### src/rtl/f32p16_pkg.sv
// Shared constants and types for the float32 -> posit16 conversion slice.
//   FN/N/ES        : float width, posit width, posit exponent size
//   NAR/MAXPOS/MINPOS : special posit16 encodings
//   float_t/posit_t   : convenience vector types
package f32p16_pkg;

  localparam int FN = 32;
  localparam int N  = 16;
  localparam int ES = 1;

  localparam logic [N-1:0] NAR    = 16'h8000;
  localparam logic [N-1:0] MAXPOS = 16'h7FFF;
  localparam logic [N-1:0] MINPOS = 16'h0001;

  typedef logic [FN-1:0] float_t;
  typedef logic [N-1:0]  posit_t;

endpackage

### src/rtl/f32_to_p16.sv
// Combinational float32 -> posit16 (es=1) converter.
//   float_i : IEEE-754 binary32 input
//   posit_o : posit16 result, round-to-nearest-even on the bit string,
//             zero -> 0x0000, Inf/NaN -> NaR, out-of-range magnitudes
//             (including float subnormals) saturate to maxpos/minpos.
// The datapath is written for the 32/16/1 configuration; the parameters
// exist so the instantiating block can pass its own values through.
module f32_to_p16
  import f32p16_pkg::*;
#(
  parameter int N  = 16,
  parameter int ES = 1,
  parameter int FN = 32
) (
  input  logic [FN-1:0] float_i,
  output logic [N-1:0]  posit_o
);

  logic               sign_s;
  logic [7:0]         exp_s;
  logic [22:0]        frac_s;
  logic signed [9:0]  scale_s;
  logic signed [9:0]  k_s;
  logic [5:0]         shamt_s;
  logic [63:0]        body_s;
  logic [63:0]        stream_s;
  logic               round_up_s;
  logic [15:0]        rounded_s;
  logic [15:0]        mag_s;
  logic [15:0]        posit_s;

  assign sign_s = float_i[FN-1];
  assign exp_s  = float_i[FN-2 -: 8];
  assign frac_s = float_i[22:0];

  // Build the regime/exponent/fraction bit stream, round it, then apply specials.
  always_comb begin
    scale_s = $signed({2'b00, exp_s}) - 10'sd127;
    k_s     = scale_s >>> ES;
    // Regime terminator (1 for negative regimes, 0 otherwise), exponent bit,
    // fraction, left-aligned so the regime run can be shifted in from the top.
    body_s  = {k_s[9], scale_s[0], frac_s, 39'd0};
    if (k_s[9]) begin
      shamt_s  = 6'(-k_s);
      stream_s = body_s >> shamt_s;
    end else begin
      shamt_s  = 6'(k_s + 10'sd1);
      stream_s = ~(~64'd0 >> shamt_s) | (body_s >> shamt_s);
    end
    // Top 15 bits are the magnitude; bit 48 is guard, the rest is sticky.
    round_up_s = stream_s[48] & (stream_s[49] | (|stream_s[47:0]));
    rounded_s  = {1'b0, stream_s[63:49]} + {15'd0, round_up_s};
    if (scale_s > 10'sd27) begin
      mag_s = MAXPOS;
    end else if (scale_s < -10'sd28) begin
      mag_s = MINPOS;
    end else begin
      mag_s = rounded_s;
    end
    if (exp_s == 8'hFF) begin
      posit_s = NAR;
    end else if ((exp_s == 8'd0) && (frac_s == 23'd0)) begin
      posit_s = 16'h0000;
    end else if (sign_s) begin
      posit_s = 16'd0 - mag_s;
    end else begin
      posit_s = mag_s;
    end
  end

  assign posit_o = posit_s;

endmodule

### src/rtl/f32p16_conv_arbiter.sv
// Round-robin arbiter + two-stage pipeline sharing one f32_to_p16 converter.
//   clk, rst              : clock, synchronous active-high reset
//   req_valid_i/ready_o   : per-requester handshake (ready is one-hot or zero)
//   req_data_i            : packed floats, requester i at [i*FN +: FN]
//   out_valid_o/ready_i   : result stream handshake
//   out_posit_o/out_id_o  : converted posit and its requester index
//   busy_o                : either stage holds data
//   conv_cnt_o            : completed output handshakes (wrapping)
module f32p16_conv_arbiter #(
  parameter int NREQ = 4,
  parameter int FN   = 32,
  parameter int N    = 16,
  parameter int ES   = 1,
  parameter int IDW  = $clog2(NREQ)
) (
  input  logic               clk,
  input  logic               rst,
  input  logic [NREQ-1:0]    req_valid_i,
  output logic [NREQ-1:0]    req_ready_o,
  input  logic [NREQ*FN-1:0] req_data_i,
  output logic               out_valid_o,
  input  logic               out_ready_i,
  output logic [N-1:0]       out_posit_o,
  output logic [IDW-1:0]     out_id_o,
  output logic               busy_o,
  output logic [31:0]        conv_cnt_o
);

  import f32p16_pkg::*;

  logic            s1_valid_q, s1_valid_d;
  logic [FN-1:0]   s1_float_q, s1_float_d;
  logic [IDW-1:0]  s1_id_q, s1_id_d;
  logic [IDW-1:0]  rr_q, rr_d;
  logic            out_valid_q, out_valid_d;
  logic [N-1:0]    out_posit_q, out_posit_d;
  logic [IDW-1:0]  out_id_q, out_id_d;
  logic [31:0]     conv_cnt_q, conv_cnt_d;

  logic            s2_load_s;
  logic            s1_load_ok_s;
  logic            out_fire_s;
  logic            gnt_any_s;
  logic [IDW-1:0]  gnt_s;
  logic            accept_s;
  logic [N-1:0]    conv_posit_s;

  assign s2_load_s    = s1_valid_q & (~out_valid_q | out_ready_i);
  assign s1_load_ok_s = ~s1_valid_q | s2_load_s;
  assign out_fire_s   = out_valid_q & out_ready_i;
  assign accept_s     = gnt_any_s & s1_load_ok_s & ~rst;

  f32_to_p16 #(
    .N  (N),
    .ES (ES),
    .FN (FN)
  ) u_conv (
    .float_i (s1_float_q),
    .posit_o (conv_posit_s)
  );

  // Round-robin pick: first valid requester at or after rr, wrapping.
  always_comb begin
    gnt_any_s = 1'b0;
    gnt_s     = '0;
    for (int j = 0; j < NREQ; j++) begin
      int idx;
      idx = int'(rr_q) + j;
      if (idx >= NREQ) begin
        idx = idx - NREQ;
      end else begin
        idx = idx;
      end
      if (!gnt_any_s && req_valid_i[IDW'(idx)]) begin
        gnt_any_s = 1'b1;
        gnt_s     = IDW'(idx);
      end else begin
        gnt_any_s = gnt_any_s;
      end
    end
  end

  // Only the granted requester sees ready, and only when S1 can take a word.
  always_comb begin
    req_ready_o = '0;
    if (accept_s) begin
      req_ready_o[gnt_s] = 1'b1;
    end else begin
      req_ready_o = '0;
    end
  end

  // Next-state for both stages, the rr pointer and the handshake counter.
  always_comb begin
    s1_valid_d  = s1_valid_q;
    s1_float_d  = s1_float_q;
    s1_id_d     = s1_id_q;
    rr_d        = rr_q;
    out_valid_d = out_valid_q;
    out_posit_d = out_posit_q;
    out_id_d    = out_id_q;
    conv_cnt_d  = conv_cnt_q;

    // A new accept wins over S1 draining, so a simultaneous advance+accept has no bubble.
    if (accept_s) begin
      s1_valid_d = 1'b1;
      s1_float_d = req_data_i[gnt_s*FN +: FN];
      s1_id_d    = gnt_s;
      rr_d       = (gnt_s == IDW'(NREQ - 1)) ? '0 : gnt_s + IDW'(1);
    end else if (s2_load_s) begin
      s1_valid_d = 1'b0;
    end else begin
      s1_valid_d = s1_valid_q;
    end

    if (s2_load_s) begin
      out_valid_d = 1'b1;
      out_posit_d = conv_posit_s;
      out_id_d    = s1_id_q;
    end else if (out_fire_s) begin
      out_valid_d = 1'b0;
    end else begin
      out_valid_d = out_valid_q;
    end

    if (out_fire_s) begin
      conv_cnt_d = conv_cnt_q + 32'd1;
    end else begin
      conv_cnt_d = conv_cnt_q;
    end
  end

  // State registers with synchronous reset.
  always_ff @(posedge clk) begin
    if (rst) begin
      s1_valid_q  <= 1'b0;
      s1_float_q  <= '0;
      s1_id_q     <= '0;
      rr_q        <= '0;
      out_valid_q <= 1'b0;
      out_posit_q <= '0;
      out_id_q    <= '0;
      conv_cnt_q  <= 32'd0;
    end else begin
      s1_valid_q  <= s1_valid_d;
      s1_float_q  <= s1_float_d;
      s1_id_q     <= s1_id_d;
      rr_q        <= rr_d;
      out_valid_q <= out_valid_d;
      out_posit_q <= out_posit_d;
      out_id_q    <= out_id_d;
      conv_cnt_q  <= conv_cnt_d;
    end
  end

  assign out_valid_o = out_valid_q;
  assign out_posit_o = out_posit_q;
  assign out_id_o    = out_id_q;
  assign busy_o      = s1_valid_q | out_valid_q;
  assign conv_cnt_o  = conv_cnt_q;

endmodule

### config.mk
export PLATFORM = sky130hd
export DESIGN_NAME = f32p16_conv_arbiter
export DESIGN_NICKNAME = d
export VERILOG_FILES = /design/src/rtl/f32p16_pkg.sv /design/src/rtl/f32_to_p16.sv /design/src/rtl/f32p16_conv_arbiter.sv
export SDC_FILE = /design/constraint.sdc
export NUM_CORES = 1
export LEC_CHECK = 0
export CAP_MARGIN = 20
export CORE_UTILIZATION = 38
export CTS_BUF_LIST = sky130_fd_sc_hd__clkbuf_8
export DETAILED_ROUTE_END_ITERATION = 10
export PLACE_DENSITY = 0.69
export SYNTH_ARGS = -nofsm -noshare
export SYNTH_HDL_FRONTEND = slang
export SYNTH_SLANG_ARGS = --single-unit
### constraint.sdc
create_clock -name clk -period 8.26 [get_ports clk]
set_input_delay 1.652 -clock clk [delete_from_list [all_inputs] [get_ports clk]]
set_output_delay 1.652 -clock clk [all_outputs]
set_load 0.03 [all_outputs]
==> summary.md, run 1 <==
| Metric | Value |
|---|---|
| Initial antenna violation count | 0 |
| # rows | 58 |
| Met3 usage | 3.39% |
| Final Hold Vio Count | 0 |
| Core Area | between 20,000 and 30,000 µm² |
| Pre-CTS WS | 902 ps |
| Internal power | around 0.0016 W |
| Tightest Pin Transition | roughly 1100 ps |
| Pre-Repair DR Iteration Count | 6 |
| WHS Endpoint | out_posit_o[0]$_SDFFE_PP0P_ |
| Min-Delay Startpoint | out_posit_o[0]$_SDFFE_PP0P_ |
| Crit path max fanout | 50 |
| Seq pwr share | ~18% |
| Clock share of power | a little over a tenth |
| FMAX | 0.132 GHz |
| Fraction of registers with async set/reset | 0% |
| Crit path capture type | flop |
| R2r endpoint | out_posit_o[15]$_SDFFE_PP0P_ |
| Hold path depth | 2 |
| Total chip power | around 0.0033 W |
| M1 GR Usage | roughly 34% |
| Reg2Reg Depth | 20 |
| Post-synth cell types | just over 90 |
| Clock transition at path regs | 100 ps |
| Net Sw Frac | between 50% and 60% |
| Crit path launch | s1_float_q[23]$_SDFFE_PP0P_ |
| Area contributors post-synth | dfxtp_1 (18%), nor2_1 (8.1%), o21ai_0 (5.8%) |
| Number of global-route vias before repair | 9,987 |
| First-pass GRT wire length | 52,700 µm |
| Syn_nets | around 1,500 |
| Via Count | roughly 11,000 |
| Static Leak | ~4.4 nW |
| Arr. time, crit path | approximately 8000 ps |
| Syn Inst Count | about 1,400 |
| Post-route clock period utilization | 91.5% |
| DRC viols | 0 |
| Comb pwr share | between 70% and 80% |
| Multi-input gate area | approximately 7300 µm² |
| Commonest non-fill, non-tap cell in the layout | nor2_1 |
| Root Buffer | clkbuf_8 |
| Grt ovf | 0 |
| Vias per Instance | a little under 6 |
| Met2 Use GR | between 30% and 40% |
| CP required | approximately 8500 ps |
| Synth top area share | ~18% |
| Setup WS post-layout | about 700 ps |
| Startpoint Class | flop |
| Critical path class | reg2reg |
| Leading cell types in the layout, fill and taps excluded | nor2_1 (210), clkdlybuf4s50_1 (189), nand2_1 (136) |
| Final #Nets | approximately 1,600 |
| Switch Pwr | between 0.0015 and 0.002 W |
| Cts bufs inserted | 9 |
| Min-delay worst type | reg2reg |
| EDFF count, synth | 0 |
| Status | finished, final reports clean |
| Area grow syn2layout | 22.9% |
| Unrepaired setup endpoints after global routing | no |
| Antenna viol nets, final | 0 |
| Seq cells post-synth | 88 |
| Mapped cell area | 9680 µm² |
| GRT Total Usage | about a quarter |
| TNS Setup | 0 ps |
| Die Wd | roughly 160 µm |
| DP Wirelength | 24,400 µm |
| Worst slew margin relative to its limit | between 20% and 30% |
| Starting Density | about two fifths |
| Reg2Reg Launch Point | s1_float_q[23]$_SDFFE_PP0P_ |
| PostCTS Resize Cnt | 0 |
| Slew Limit Fails | 0 |
| Clock skew | around 16 ps |
| Peak supply drop | 0.000166 V |
| Antenna Cells | 0 |
| Fill count | 2,603 |
| # Max-Cap Violations | 0 |
| Worst-Skew Late Latency | roughly 370 ps |
| GRT busiest layer | met2 |
| Setup violators final | 0 |
| CTS max path bufs | 2 |
| Layout cells sized above 1 | 7.36% |
| CTS tree | done |
| Syn. warnings | 0 |
| DIE AREA | roughly 26,000 µm² |
| Yosys top cell by area | dfxtp_1 |
| Main synth FF type | dfxtp_1 |
| Flop-to-flop setup slack | approximately 700 ps |
| Hold-fix buffers at CTS | 0 |
| PD cells | about 280 nW/µm² |
| Sequential cell area | about 1800 µm² |
| Largest net degree at the start of global routing | 82 |
| GPL Wtd Cong | between 0.9 and 1 |
| Detailed-route wire length | 32,300 µm |
| DRT iter0 DRCs | approximately 1,000 |
| H-tree Lvls | 3 |
| Chip height | between 150 and 200 µm |
| Clk sinks | 88 |
| Number of I/O port buffers | 190 |
| IO Count | around 190 |
| Setup fix buffers added after clock tree synthesis | 0 |
| Avg WL per Cell | around 18 µm |
| Syn avg cell area | 6.98 µm² |
| Sequential-to-total area share from yosys stat | 18.2% |
| Fin crit period | 7560 ps |
## synth_stat cells, types with 8 or more instances
library cell / count
a21o_1: 8
a21oi_1: 51
o21ai_0: 112
nor2_1: 210
o211ai_1: 11
nand4_1: 26
nand2_1: 136
mux2_2: 29
dfxtp_1: 88
nand2b_1: 17
mux2i_1: 51
buf_4: 9
o31ai_1: 8
nor3_1: 27
nor4_1: 20
mux4_2: 11
inv_1: 27
a211oi_1: 15
nand3_1: 78
clkbuf_1: 73
nand3b_1: 40
nor2b_1: 12
a22o_1: 10
buf_2: 21
ha_1: 16
and4_1: 9
and3_1: 16
and2_1: 17
buf_1: 13
a31oi_1: 10
or3_1: 11
xnor2_1: 30
o21a_1: 12
xor2_1: 33
## power by group through the flow
stage | sequential (W) | combinational [W] | clock, W
5_1_grt | 0.000602 | 0.00254 | 0.000380
6_report | 0.000593 | 0.00234 | 0.000349
3_5_place_dp | 0.000596 | 0.00228 | 0
4_1_cts | 0.000587 | 0.00229 | 0.000361
3_3_place_gp | 0.000594 | 0.00229 | 0
2_1_floorplan | 0.000549 | 0.00172 | 0
## worst max-delay path by stage
stage,slack [ps],end,cells past startpoint
after floorplan,1810,out_posit_o[15]$_SDFFE_PP0P_,30
after global placement,1220,out_posit_o[15]$_SDFFE_PP0P_,20
after detailed placement,900,out_posit_o[15]$_SDFFE_PP0P_,20
after CTS,840,out_posit_o[15]$_SDFFE_PP0P_,20
after global routing,180,out_posit_o[15]$_SDFFE_PP0P_,20
final,700,out_posit_o[15]$_SDFFE_PP0P_,20
## area by class of cell
class / instances / share of cell area (%)
timing repair buffer: 209 / 17.1
sequential: 88 / 14.8
tap: 330 / 3.47
clock buffer: 10 / 1.16
inverter: 29 / 0.915
multi-input combinational: 1152 / 61.7
clock inverter: 6 / 0.821
## registers in the layout, summed over array words and instances, names as in the netlist
| register | flops |
|---|---|
| s1_id_q | 2 |
| out_valid_o | 1 |
| out_posit_o | 16 |
| s1_float_q | 32 |
| s1_valid_q | 1 |
| conv_cnt_o | 32 |
| out_id_o | 2 |
| rr_q | 2 |
## per-layer routing
metal	wire length (µm)	part of all wire [%]
met5	0	0
met3	1980	6.1
met4	982	3.0
met1	14700	46
met2	14700	45
## metrics by stage
stage               utilization (%)  hold WS (ps)  area, µm²  cells
finish                         47.4           458      11900   1824
global placement               46.4           442      11700   1807
floorplan                         -           456       9680   1386
detailed placement             46.4           447      11700   1807
CTS                            47.3           459      11900   1823
global route                   47.4           489      11900   1824
## critical path: stages (launching register included)
cell and delay [ps]:
dfxtp_1 740, ha_1 650, nand2b_1 160, and2_1 230, ha_2 1040, inv_1 370, a2111oi_0 630, o2bb2ai_1 220
nor3_1 150, mux2i_1 140, o21ai_0 150, o21ai_0 200, ha_1 210, or4b_1 600, a21oi_1 220, mux2i_1 390
nand3_1 150, nor3b_2 320, nand2_1 170, or3b_1 390, a311oi_1 320
## cell families (layout without fill, tap and decap cells)
| kind of cell | count (synthesis) | in the layout | share of synthesized area (%) |
|---|---|---|---|
| compound gates | 329 | 329 | 22.9 |
| xor+xnor | 64 | 64 | 5.93 |
| fa+ha+maj | 16 | 16 | 2.07 |
| buf+inv | 146 | 254 | 6.36 |
| flops | 88 | 88 | 18.2 |
| mux | 91 | 91 | 11.2 |
| simple gates | 652 | 652 | 33.4 |
No activity file was read; power rests on OpenSTA's default activity.
==> inputs of run 2 (changes only) <==
ABC_AREA = 1   (was default)
CAP_MARGIN = default   (was 20)
PLACE_DENSITY = 0.68   (was 0.69)
==> run 2 against run 1 <==
Non-clock buffer count shrank 7. Routed wire length is 10% higher. Cell count grew 31%. Synthesized cell count increased by 39%. Worst setup slack gained 720 ps. Largest cell class unchanged. Critical path type is now in2out.
==> summary.md, run 2 <==
| Metric | Value |
|---|---|
| Crit path capture type | primary output (was flop) |
| Pre-Repair DR Iteration Count | 5 (was 6) |
| Largest stage delay, worst path | 710 ps (was 1040 ps) |
| Yosys top cell by area | nand2_1 (was dfxtp_1) |
| Synth top area share | 24.8% (was 18.2%) |
| First-pass GRT wire length | 57,900 µm (was 52,700 µm) |
| Final Hold Vio Count | 0 (unchanged) |
| Sequential-to-total area share from yosys stat | 17.2% (was 18.2%) |
| DRT iter0 DRCs | 1,011 (was 1,032) |
| Cts bufs inserted | 9 (unchanged) |
| Grt ovf | 0 (unchanged) |
| Crit-path cells | clkdlybuf4s50_1 > nor2_1 > a21oi_1 > inv_1 > o21ai_0 > nand4_1 > nand2_1 > o21ai_0 > nand2_1 > o21ai_1 > buf_4 > inv_1 > ha_1 > inv_1 > nor2_1 > clkdlybuf4s50_1 (was ha_1 > nand2b_1 > and2_1 > ha_2 > inv_1 > a2111oi_0 > o2bb2ai_1 > nor3_1 > mux2i_1 > o21ai_0 > o21ai_0 > ha_1 > or4b_1 > a21oi_1 > mux2i_1 > nand3_1 > nor3b_2 > nand2_1 > or3b_1 > a311oi_1) |
| Final #Nets | 2,195 (was 1,640) |
| Design Area, Final | 12,400 µm² (was 11,900 µm²) |
| CP most frequent cell | inv_1 |
| Core Area | 26,200 µm² (was 25,100 µm²) |
| TNS Setup | 0 ps (unchanged) |
| Syn. warnings | 0 (unchanged) |
| Status | finished, final reports clean (unchanged) |
| Fin crit period | 6850 ps (was 7560 ps) |
| Fraction of registers with async set/reset | 0% (unchanged) |
| Avg WL per Cell | 14.9 µm (was 17.7 µm) |
| CTS tree | done (unchanged) |
| Critical path class | in2out (was reg2reg) |
| Largest net degree at the start of global routing | 59 (was 82) |
| Mapped cell area | 10,200 µm² (was 9680 µm²) |
| Starting Density | 39.0% (was 38.5%) |
| Antenna viol nets, final | 0 (unchanged) |
| Unrepaired setup endpoints after global routing | no (unchanged) |
| Flop-to-flop setup slack | 2470 ps (was 700 ps) |
| Post-synth cell types | 48 (was 91) |
| EDFF count, synth | 0 (unchanged) |
| Worst-Skew Late Latency | 380 ps (was 370 ps) |
| Setup violators final | 0 (unchanged) |
| Crit path max-delay family | buffers and inverters (was simple AND/OR/NAND/NOR gates) |
| Clock transition at path regs | 100 ps (about the same) |
| Crit path max fanout | 33 (was 50) |
| Min-Delay Startpoint | out_posit_o[1]$_SDFFE_PP0P_ (was out_posit_o[0]$_SDFFE_PP0P_) |
| Slowest CP cell | clkdlybuf4s50_1 (was ha_2) |
| DRC viols | 0 (unchanged) |
| IO Count | 191 (unchanged) |
| Fill count | 2,882 (was 2,603) |
| Crit path launch | req_valid_i[2] (was s1_float_q[23]$_SDFFE_PP0P_) |
| Area contributors post-synth | nand2_1 (25%), dfxtp_1 (17%), nand3_1 (10%) (was dfxtp_1 (18%), nor2_1 (8.1%), o21ai_0 (5.8%)) |
| Min-delay worst type | reg2reg (unchanged) |
| Clk sinks | 88 (unchanged) |
| Count leader, synth | nand2_1 (was nor2_1) |
| GRT Total Usage | 25.5% (was 24.8%) |
| Root Buffer | clkbuf_8 (unchanged) |
| DIE AREA | 27,600 µm² (was 26,100 µm²) |
| Syn_nets | 2,080 (was 1,537) |
| # Max-Cap Violations | 0 (unchanged) |
| Commonest non-fill, non-tap cell in the layout | nand2_1 (was nor2_1) |
| Layout cells sized above 1 | 5.03% (was 7.36%) |
| # rows | 59 (was 58) |
| Area grow syn2layout | 21.2% (was 22.9%) |
| Initial antenna violation count | 0 (unchanged) |
| PostCTS Resize Cnt | 0 (unchanged) |
| Detailed-route wire length | 35,600 µm (was 32,300 µm) |
| Seq cells post-synth | 88 (unchanged) |
| Vias per Instance | 5.34 (was 5.85) |
| Syn Inst Count | 1,929 (was 1,386) |
| Hold-fix buffers at CTS | 0 (unchanged) |
| GPL Wtd Cong | 0.971 (was 0.969) |
| Antenna Cells | 0 (unchanged) |
| Placed Area | 12,200 µm² (was 11,700 µm²) |
| Chip height | 166 µm (was 162 µm) |
| CTS max path bufs | 2 (unchanged) |
| Setup fix buffers added after clock tree synthesis | 0 (unchanged) |
| Tightest Pin Transition | 1080 ps (was 1050 ps) |
| Number of I/O port buffers | 190 (unchanged) |
| Syn avg cell area | 5.30 µm² (was 6.98 µm²) |
| Slew Limit Fails | 0 (unchanged) |
| Number of global-route vias before repair | 11,600 (was 9,987) |
| Arr. time, crit path | 5190 ps (was 7830 ps) |
| Most instantiated cells after synthesis | nand2_1 (676), nand3_1 (211), nor2_1 (206) (was nor2_1 (210), nand2_1 (136), o21ai_0 (112)) |
| Leading cell types in the layout, fill and taps excluded | nand2_1 (676), nand3_1 (211), nor2_1 (206) (was nor2_1 (210), clkdlybuf4s50_1 (189), nand2_1 (136)) |
| Reg2Reg Launch Point | s1_float_q[24]$_SDFFE_PP0P_ (was s1_float_q[23]$_SDFFE_PP0P_) |
| DP Wirelength | 28,600 µm (was 24,400 µm) |
| Post-route clock period utilization | 82.9% (was 91.5%) |
| Main synth FF type | dfxtp_1 (unchanged) |
| Worst slew margin relative to its limit | 27.5% (was 29.9%) |
| FMAX | 0.146 GHz (was 0.132 GHz) |
| H-tree Lvls | 3 (unchanged) |
| Via Count | 12,700 (was 10,700) |
| CP required | 6610 ps (was 8530 ps) |
| Clock skew | 18.4 ps (was 16.4 ps) |
| Die Wd | 166 µm (was 162 µm) |
| Crit path buffers/inverters | 6 (was 1) |
| Startpoint Class | input pin (was flop) |
## run 2: cell count changes after synthesis, moves of 21 or more
| cell | before | now |
|---|---|---|
| xor2_1 | 33 | 2 |
| xnor2_1 | 30 | 1 |
| a21oi_1 | 51 | 90 |
| nand2_1 | 136 | 676 |
| nand3_1 | 78 | 211 |
| nand2_2 | 0 | 21 |
| mux2i_1 | 51 | 0 |
| mux2_2 | 29 | 0 |
| nand3b_1 | 40 | 2 |
| inv_1 | 27 | 171 |
| clkbuf_1 | 73 | 50 |
## run 2: layout make-up
type,instances,area [µm²],area share (%)
Sequential cell,88,1760,14.2
Inverter,191,717,5.78
Multi-Input combinational cell,1552,7280,58.7
Clock inverter,7,110,0.888
Timing Repair Buffer,202,1990,16.0
Tap cell,335,419,3.38
Clock buffer,9,124,0.999
## run 2: final timing paths
check,to,cells past startpoint
max reg2reg,out_posit_o[12]$_SDFFE_PP0P_,35
min reg2reg,out_posit_o[1]$_SDFFE_PP0P_,2
max,req_ready_o[3],16
min,out_posit_o[1]$_SDFFE_PP0P_,2
## run 2: through the flow
| step | setup WS, ps | std cells | hold WS (ps) | util [%] |
|---|---|---|---|---|
| 6_report | 1410 | 2384 | 470 | 47.3 |
| 5_1_grt | 1110 | 2384 | 489 | 47.3 |
| 4_1_cts | 1460 | 2384 | 469 | 47.3 |
| 3_5_place_dp | 1490 | 2368 | 455 | 46.4 |
| 3_3_place_gp | 1470 | 2368 | 455 | 46.4 |
| 2_1_floorplan | 2740 | 1929 | 441 | - |
## run 2: worst register-to-register path, delay by kind of cell (launching register included)
kind	cells	cell delay, ps
buf+inv	8	1460
fa+ha+maj	4	1030
simple gates	21	2310
compound gates	2	340
flops	1	500
## run 2: metal layers
layer / GRT usage [%] / routed length, µm / vias to the layer above
li1: - / - / 6541
met1: 34.2 / 16400 / 5733
met2: 42.4 / 16300 / 412
met3: 3.65 / 2150 / 51
met4: 7.11 / 743 / 0
met5: 0 / 0 / -
## run 2: cells by family (layout without fill, tap and decap cells)
| logic type | Yosys count | count (layout) | share of synthesized area, % |
|---|---|---|---|
| flops | 88 | 88 | 17.2 |
| xor+xnor | 3 | 3 | 0.257 |
| simple gates | 1242 | 1242 | 52.5 |
| fa+ha+maj | 16 | 16 | 1.96 |
| compound gates | 291 | 291 | 16.4 |
| buf+inv | 289 | 409 | 11.7 |
Power of run 2 is not shown: default switching activity piles up to over one toggle a cycle in this logic, so the estimate is an artifact.
